### config.mk
export PLATFORM = sky130hd
export DESIGN_NAME = lbist_misr_flat
export DESIGN_NICKNAME = d
export VERILOG_FILES = /design/src/rtl/lbist_misr_if.sv /design/src/rtl/lbist_misr.sv /design/src/flat_wrapper.sv
export SDC_FILE = /design/constraint.sdc
export NUM_CORES = 1
export LEC_CHECK = 0
export ABC_AREA = 0
export CORE_MARGIN = 1.5
export CORE_UTILIZATION = 40
export DETAILED_ROUTE_END_ITERATION = 6
export GPL_ROUTABILITY_DRIVEN = 1
export GPL_TIMING_DRIVEN = 0
export PLACE_DENSITY = 0.69
export SETUP_SLACK_MARGIN = 0.02
export SLEW_MARGIN = 20
export SYNTH_ARGS = -nofsm -noshare
export SYNTH_HDL_FRONTEND = slang
export SYNTH_SLANG_ARGS = --single-unit
### constraint.sdc
create_clock -name clk -period 3.6 [get_ports clk]
set_input_delay 0.72 -clock clk [delete_from_list [all_inputs] [get_ports clk]]
set_output_delay 0.72 -clock clk [all_outputs]
set_load 0.02 [all_outputs]
### src/rtl/lbist_misr_if.sv
// Bus bundle between the LBIST response source and the MISR stage.
// The xmask field exists only when LBIST_MISR_XMASK_EN is defined.
interface lbist_misr_if #(
    parameter int unsigned WIDTH = 8
);
    localparam int unsigned CNT_W = 16;

    logic             start;
    logic             valid;
    logic [WIDTH-1:0] data1;
    logic [WIDTH-1:0] data2;
`ifdef LBIST_MISR_XMASK_EN
    logic [WIDTH-1:0] xmask;
`endif
    logic [WIDTH-1:0] sig;
    logic [CNT_W-1:0] count;
    logic             busy;
    logic             done;
    logic             pass;

`ifdef LBIST_MISR_XMASK_EN
    modport master (
        output start, valid, data1, data2, xmask,
        input  sig, count, busy, done, pass
    );
    modport slave (
        input  start, valid, data1, data2, xmask,
        output sig, count, busy, done, pass
    );
`else
    modport master (
        output start, valid, data1, data2,
        input  sig, count, busy, done, pass
    );
    modport slave (
        input  start, valid, data1, data2,
        output sig, count, busy, done, pass
    );
`endif
endinterface

### src/rtl/lbist_misr.sv
// MISR signature compressor with golden compare for the LBIST chain.
// Optional X-masking of response bits is enabled with LBIST_MISR_XMASK_EN.
module lbist_misr #(
    parameter int unsigned     WIDTH    = 8,
    parameter int unsigned     PATTERNS = 40,
    parameter logic [WIDTH-1:0] SEED    = 8'h00,
    parameter logic [WIDTH-1:0] POLY    = 8'hB8,
    parameter logic [WIDTH-1:0] GOLDEN  = 8'h00
) (
    input logic          clk,
    input logic          rst_n,
    lbist_misr_if.slave  bus
);
    localparam int unsigned CNT_W = 16;
    localparam int unsigned HALF  = WIDTH / 2;

    typedef enum logic [1:0] {
        ST_IDLE = 2'd0,
        ST_RUN  = 2'd1,
        ST_DONE = 2'd2
    } state_t;

    state_t           state_q, state_d;
    logic [WIDTH-1:0] sig_q, sig_d;
    logic [CNT_W-1:0] count_q, count_d;
    logic             pass_q, pass_d;
    logic             busy_q, busy_d;
    logic             done_q, done_d;

    logic [WIDTH-1:0] d1_m;
    logic [WIDTH-1:0] d2_m;
    logic [WIDTH-1:0] in_vec;
    logic             fb;
    logic [WIDTH-1:0] sig_next;
    logic             last_sample;

    // Response masking and nibble-swapped combine of the two words
    always_comb begin
`ifdef LBIST_MISR_XMASK_EN
        d1_m = bus.data1 & ~bus.xmask;
        d2_m = bus.data2 & ~bus.xmask;
`else
        d1_m = bus.data1;
        d2_m = bus.data2;
`endif
        in_vec = d1_m ^ {d2_m[HALF-1:0], d2_m[WIDTH-1:HALF]};
    end

    // One compression step of the signature register
    always_comb begin
        fb          = ^(sig_q & POLY);
        sig_next    = {sig_q[WIDTH-2:0], fb} ^ in_vec;
        last_sample = (count_q == CNT_W'(PATTERNS - 1));
    end

    // Next-state and register-input logic
    always_comb begin
        state_d = state_q;
        sig_d   = sig_q;
        count_d = count_q;
        pass_d  = pass_q;

        unique case (state_q)
            ST_IDLE, ST_DONE: begin
                if (bus.start) begin
                    sig_d   = SEED;
                    count_d = '0;
                    pass_d  = 1'b0;
                    state_d = ST_RUN;
                end
            end
            ST_RUN: begin
                if (bus.valid) begin
                    sig_d   = sig_next;
                    count_d = count_q + CNT_W'(1);
                    if (last_sample) begin
                        pass_d  = (sig_next == GOLDEN);
                        state_d = ST_DONE;
                    end
                end
            end
            default: begin
                state_d = ST_IDLE;
            end
        endcase

        busy_d = (state_d == ST_RUN);
        done_d = (state_d == ST_DONE);
    end

    always_ff @(posedge clk or negedge rst_n) begin
        if (!rst_n) begin
            state_q <= ST_IDLE;
            sig_q   <= SEED;
            count_q <= '0;
            pass_q  <= 1'b0;
            busy_q  <= 1'b0;
            done_q  <= 1'b0;
        end else begin
            state_q <= state_d;
            sig_q   <= sig_d;
            count_q <= count_d;
            pass_q  <= pass_d;
            busy_q  <= busy_d;
            done_q  <= done_d;
        end
    end

    assign bus.sig   = sig_q;
    assign bus.count = count_q;
    assign bus.busy  = busy_q;
    assign bus.done  = done_q;
    assign bus.pass  = pass_q;
endmodule

### src/flat_wrapper.sv
// flat-port wrapper written by rule: the top's interface ports become plain ports
module lbist_misr_flat 
#(
    parameter int unsigned     WIDTH    = 8,
    parameter int unsigned     PATTERNS = 40,
    parameter logic [WIDTH-1:0] SEED    = 8'h00,
    parameter logic [WIDTH-1:0] POLY    = 8'hB8,
    parameter logic [WIDTH-1:0] GOLDEN  = 8'h00
)
  (clk, rst_n, bus_start, bus_valid, bus_data1, bus_data2, bus_sig, bus_count, bus_busy, bus_done, bus_pass);
  lbist_misr_if #(.WIDTH(WIDTH)) bus_i ();
  input logic clk;
  input logic rst_n;
  input wire logic [$bits(bus_i.start)-1:0] bus_start;
  input wire logic [$bits(bus_i.valid)-1:0] bus_valid;
  input wire logic [$bits(bus_i.data1)-1:0] bus_data1;
  input wire logic [$bits(bus_i.data2)-1:0] bus_data2;
  output wire logic [$bits(bus_i.sig)-1:0] bus_sig;
  output wire logic [$bits(bus_i.count)-1:0] bus_count;
  output wire logic [$bits(bus_i.busy)-1:0] bus_busy;
  output wire logic [$bits(bus_i.done)-1:0] bus_done;
  output wire logic [$bits(bus_i.pass)-1:0] bus_pass;
  assign bus_i.start = bus_start;
  assign bus_i.valid = bus_valid;
  assign bus_i.data1 = bus_data1;
  assign bus_i.data2 = bus_data2;
  assign bus_sig = bus_i.sig;
  assign bus_count = bus_i.count;
  assign bus_busy = bus_i.busy;
  assign bus_done = bus_i.done;
  assign bus_pass = bus_i.pass;
  lbist_misr #(.WIDTH(WIDTH), .PATTERNS(PATTERNS), .SEED(SEED), .POLY(POLY), .GOLDEN(GOLDEN)) u_core (.clk(clk), .rst_n(rst_n), .bus(bus_i));
endmodule
==> metrics, run 1 <==
worst flop-to-flop path startpoint=u_core.bus.count[0]; Gates resized, CTS repair=0; H-tree Lvls=2; Max-Slew Margin vs Limit=0.521; RD Place Congestion=0.762; I/O pin total=47; filler instances=333; via-per-instance ratio=5.47; Synth async-reset ratio=1.00; Routed Antenna Nets=0; Power Dens Cells=601 nW/µm²; FF+latch count, synth=29; Antenna Cells=0; synthesis-to-layout area growth=39.5%; Clock Sinks=29; Worst Path Max Fanout=8; Post-synth top cells=dfrtp_1 (29), o21ai_0 (18), nand2_1 (11); sequential share of the synthesized area=0.453; Total GRT Usage=0.185; clock insertion delay at the later pin of the skew report=280 ps; # rows=22; Worst R2R Setup Slack=1770 ps; Max Slew Vio Count=0; crit path kind=in -> reg; # port buffers=46; Setup TNS Final=0 ps; grt ovf=0; total CTS buffers=5; CP peak stage delay=540 ps; Setup Skew=4.09 ps; critical path endpoint=u_core.bus.count[14]; CTS root buf=clkbuf_8; fin crit period=2200 ps; met3 usage=0.0596; routed len/inst=15.1 µm; fin cells=253; outcome=finished clean; Via Count=1385; Post-Syn Nets=172; Leakage=0.000968 µW; mapped cell area=1600 µm²; post-synth top area share=0.453; Die Y=66.3 µm; top_reg_cell synth=dfrtp_1; most common cell in the synthesized netlist=dfrtp_1; crit end category=flop; global-route wire length before repair=5970 µm; max frequency=0.455 GHz; largest net degree at the start of global routing=30; Post-CTS Setup Bufs=0; fin crit share=0.611; initial antenna violation count=0; CTS clk-pin slew, worst paths=60 ps; crit path DAT=2400 ps; crit path from=bus_start; crit path setup slack, layout=1400 ps; pre-CTS setup slack=1120 ps; DIE WIDTH=66.3 µm; crit-path cells=clkdlybuf4s50_1 -> and2b_2 -> o21ai_0 -> or4_1 -> a21oi_1; Max Cap Viol=0; CP Data Required Time=3800 ps; RSZ-0062 raised after global routing=no; terminus of the critical flop-to-flop path=u_core.bus.count[14]; Post-synth EDFFs=0; Clock Path Buffers=2; hold crit path type=in -> async; DRT iter0 DRCs=81; busiest layer in global routing=met2; Critical Path Slowest Stage Cell=or4_1; Worst Setup Start Kind=primary input; Yosys top cell by area=dfrtp_1; Layout Nets=225; Initial Util=0.428; core area=3740 µm²; Setup-failing EPs final=0; hold_buf cts=0; Max VDD drop=0.259 mV; DR pass1 iterations=4; final wirelength=3820 µm; Slew @ Worst Pin=711 ps; Syn Inst Count=151; layout cell share with drive strength beyond 1=0.0927; vias in the first global route=1243; die area=4390 µm²; Post-DP HPWL=2780 µm; Area contributors post-synth=dfrtp_1 (45%), xnor3_1 (9.8%), o21ai_0 (5.6%); Synth Area per Inst=10.6 µm²; Residual DRC=0; GR Util met2=0.270; Yosys cell types=36; final hold violation count=0; YS warnings=0; Final Power=1340 µW; worst-case reg-to-reg path depth=5; M1 GR Usage=0.251; CTS tree=yes; Inst Count DP=245
==> layout by cell type (no fill, tap or decap), drive strengths merged <==
| cell | Yosys | routed |
|---|---|---|
| nand2 | 11 | 11 |
| clkbuf | 3 | 10 |
| or3 | 6 | 6 |
| or2 | 2 | 2 |
| and2 | 1 | 1 |
| or4 | 2 | 2 |
| a41oi | 1 | 1 |
| a21o | 1 | 1 |
| clkdlybuf4s50 | 0 | 45 |
| o21ai | 19 | 19 |
| nor4 | 2 | 2 |
| nor3 | 1 | 1 |
| o211ai | 3 | 3 |
| o2111ai | 1 | 1 |
| o31ai | 3 | 3 |
| dfrtp | 29 | 29 |
| xor2 | 7 | 7 |
| a21oi | 8 | 8 |
| buf | 3 | 4 |
| ha | 1 | 1 |
| nor2b | 1 | 1 |
| nand3 | 10 | 10 |
| and2b | 1 | 1 |
| inv | 3 | 3 |
| xnor2 | 4 | 4 |
| and3 | 3 | 3 |
| and4b | 1 | 1 |
| and3b | 1 | 1 |
| xnor3 | 7 | 7 |
| bufinv | 0 | 1 |
| and4 | 2 | 2 |
| nor2 | 7 | 7 |
| nand4 | 5 | 5 |
| o32ai | 2 | 2 |
==> through the flow <==
step | hold slack [ps] | util | instance area (µm²)
3_3_place_gp | 518 | 0.567 | 2120
2_1_floorplan | 424 | - | 1600
5_1_grt | 525 | 0.597 | 2230
3_5_place_dp | 533 | 0.566 | 2120
6_report | 473 | 0.597 | 2230
4_1_cts | 488 | 0.597 | 2230
==> logic make-up (layout without fill, tap and decap cells) <==
kind of cell	Yosys count	after routing	share of synthesized area
adder cells (fa/ha/maj)	1	1	0.00781
AO/OA/AOI/OAI	38	38	0.141
flip-flops	29	29	0.453
buffers and inverters	9	63	0.0352
AND/OR/NAND/NOR	56	56	0.204
XOR/XNOR	18	18	0.159
==> layer usage <==
layer	vias to the layer above	part of all wire
li1	666	-
met1	661	0.45
met2	52	0.47
met3	6	0.063
met4	0	0.014
met5	-	0
==> power breakdown <==
part           internal, µW  switching [µW]  total, µW
registers               397            85.1        482
logic                   262             249        512
clock network           225             124        349
==> how the worst min path moves through the flow <==
stage / startpoint / to / cells after the start
after detailed placement: u_core.bus.pass / u_core.bus.pass / 2
after global placement: u_core.bus.pass / u_core.bus.pass / 2
after floorplan: rst_n / u_core.bus.busy / 0
after global routing: rst_n / u_core.bus.count[15] / 1
final: rst_n / u_core.bus.count[7] / 1
after CTS: rst_n / u_core.bus.count[9] / 1
==> worst max-delay path, delay by kind of cell <==
| kind | cells | cell delay, ps |
|---|---|---|
| AO/OA/AOI/OAI | 2 | 420 |
| buffers and inverters | 1 | 530 |
| AND/OR/NAND/NOR | 2 | 740 |
==> final cells by class <==
cell class	instances	area [µm²]	share of cell area
plain buffers	6	45.0	0.0202
clock buffers	7	86.3	0.0387
clock inverters	1	30.0	0.0134
inverters	3	11.3	0.00504
multi-input cells	113	820	0.367
flip-flops and latches	29	726	0.325
well taps	48	60.1	0.0269
repair buffers	46	455	0.204
==> sequential cells by signal, summed over array words and instances, names as in the netlist <==
name and flops:
u_core.bus.busy 1, u_core.bus.sig 8, u_core.bus.count 16, u_core.bus.pass 1, u_core.state_q 2, u_core.bus.done 1
(Power assumes the default switching activity.)
==> inputs of run 2 (changes only) <==
PLACE_DENSITY = 0.72   (was 0.69)
clock period = 1.8 ns   (was 3.6 ns; I/O delays follow)
==> run 2 against run 1 <==
Cell area is 1.1% higher; die area unchanged; global-route usage is 0.84 points higher; critical path depth grew 1; count of clock-buffer cells in the layout unchanged; register-to-register slack lost 1700 ps; first-iteration DRC count rose by 33%; clock power rose by 52%; flip-flop and latch count did not move; non-clock buffer count grew 2; setup slack worse by 1400 ps.
==> metrics, run 2 (synthesized netlist as in run 1, its figures left out) <==
terminus of the critical flop-to-flop path=u_core.bus.count[15] (was u_core.bus.count[14]); crit path DAT=1960 ps (was 2400 ps); Leakage=0.00103 µW (was 0.000968 µW); crit end category=flop (unchanged); hold_buf cts=0 (unchanged); crit path kind=in -> reg (unchanged); Final Power=2560 µW (was 1340 µW); CTS root buf=clkbuf_8 (unchanged); CP Data Required Time=2010 ps (was 3800 ps); Worst Setup Start Kind=primary input (unchanged); Die Y=66.3 µm (unchanged); crit path from=bus_valid (was bus_start); CTS clk-pin slew, worst paths=60 ps (about the same); routed len/inst=15.4 µm (was 15.1 µm); total CTS buffers=5 (unchanged); fin crit period=1750 ps; largest net degree at the start of global routing=30 (unchanged); initial antenna violation count=0 (unchanged); final wirelength=3920 µm (was 3820 µm); post-route cell area=2260 µm² (was 2230 µm²); Clock Path Buffers=2 (unchanged); fin crit share=0.972; vias in the first global route=1313 (was 1243); clock insertion delay at the later pin of the skew report=280 ps (about the same); Total GRT Usage=0.193 (was 0.185); DRT iter0 DRCs=108 (was 81); Hold Worst Slack=99.1 ps (was 473 ps); max frequency=0.571 GHz; RSZ-0062 raised after global routing=no (unchanged); die area=4390 µm² (unchanged); worst-case reg-to-reg path depth=5 (unchanged); synthesis-to-layout area growth=41.0% (was 39.5%); Setup Skew=6.56 ps (was 4.09 ps); filler instances=337 (was 333); final hold violation count=0 (unchanged); # rows=22 (unchanged); # port buffers=46 (unchanged); layout cell share with drive strength beyond 1=0.136 (was 0.0927); Max Slew Vio Count=0 (unchanged); max reg flops=16 (unchanged); global-route wire length before repair=6290 µm (was 5970 µm); DR pass1 iterations=4 (unchanged); Max-Slew Margin vs Limit=0.573 (was 0.521); DIE WIDTH=66.3 µm (unchanged); outcome=finished clean (unchanged); RD Place Congestion=0.784 (was 0.762); Post-DP HPWL=2890 µm (was 2780 µm); Slew @ Worst Pin=641 ps (was 711 ps); Max VDD drop=0.751 mV (was 0.259 mV); CTS tree=yes (unchanged); Register Area=727 µm² (was 726 µm²); H-tree Lvls=2 (unchanged); area of the multi-input gates=852 µm² (was 820 µm²); Via Count=1363 (was 1385); via-per-instance ratio=5.37 (was 5.47); Clock Sinks=29 (unchanged); Residual DRC=0 (unchanged); Routed Antenna Nets=0 (unchanged); Layout Nets=227 (was 225); I/O pin total=47 (unchanged); core area=3740 µm² (unchanged); grt ovf=0 (unchanged); Power Dens Cells=1130 nW/µm² (was 601 nW/µm²); Max Cap Viol=0 (unchanged); most common cell after layout, fill and taps aside=clkdlybuf4s50_1 (unchanged); worst flop-to-flop path startpoint=u_core.bus.count[4] (was u_core.bus.count[0]); Antenna Cells=0 (unchanged); DP Area=2120 µm² (unchanged); critical path endpoint=u_core.bus.count[15] (was u_core.bus.count[14]); Initial Util=0.428 (unchanged); Setup-failing EPs final=0 (unchanged); commonest cells after routing, fill and taps aside=clkdlybuf4s50_1 (41), dfrtp_1 (28), o21ai_0 (17) (was clkdlybuf4s50_1 (45), dfrtp_1 (29), o21ai_0 (18)); Worst Path Max Fanout=9 (was 8); hold crit path type=in -> async (unchanged); Worst R2R Setup Slack=120 ps (was 1770 ps)
==> run 2: cell count changes in the layout (fill, tap and decap cells not counted), sizes merged <==
cell,previous run,this run
buf,4,6
bufinv,1,0
clkdlybuf4s50,45,41
dlygate4sd2,0,1
dlymetal6s2s,0,3
==> run 2: through the flow <==
stage / util / setup TNS [ps] / setup WS [ps] / std cells
2_1_floorplan: - / 0 / 96.9 / 151
3_3_place_gp: 0.567 / -3890 / -290 / 245
3_5_place_dp: 0.566 / -2190 / -369 / 245
4_1_cts: 0.588 / 0 / 13.4 / 252
5_1_grt: 0.603 / 0 / 15.0 / 254
6_report: 0.603 / 0 / 50.1 / 254
==> run 2: how the worst min path moves through the flow <==
stage | slack (ps) | startpoint | end | cells after the start
2_1_floorplan | 60 | rst_n | u_core.bus.busy | 0
3_3_place_gp | 500 | u_core.bus.pass | u_core.bus.pass | 2
3_5_place_dp | 430 | rst_n | u_core.bus.count[3] | 1
4_1_cts | 120 | rst_n | u_core.bus.count[3] | 1
5_1_grt | 150 | rst_n | u_core.bus.count[11] | 1
6_report | 100 | rst_n | u_core.bus.count[3] | 1
==> run 2: layer usage <==
layer | routed length [µm] | global-route usage
met1 | 1750 | 0.259
met2 | 1970 | 0.306
met3 | 139 | 0.0426
met4 | 61 | 0.0689
met5 | 0 | 0
==> run 2: power by group <==
group	internal, µW	switching (µW)	leakage (µW)
sequential	797	172	0.000376
combinational	541	515	0.000609
clock	302	230	0.0000443
==> run 2: critical path, stage by stage <==
cell             delay [ps]
clkdlybuf4s50_1         510
and3b_2                 230
buf_6                   130
o21ai_4                  90
or4_1                   480
a21oi_1                 160
==> run 2: what timing repair did <==
| item | 4_1_cts | 5_1_grt |
|---|---|---|
| setup buffers | 0 | 2 |
| endpoints found under the setup margin | 3 | 7 |
| resized for setup | 2 | 12 |
==> run 2: area by class of cell <==
class / count / share of cell area
multi-input combinational: 113 / 0.377
tap: 48 / 0.0266
sequential: 29 / 0.322
inverter: 3 / 0.00499
buffer: 6 / 0.0199
timing repair buffer: 48 / 0.211
clock buffer: 7 / 0.0382
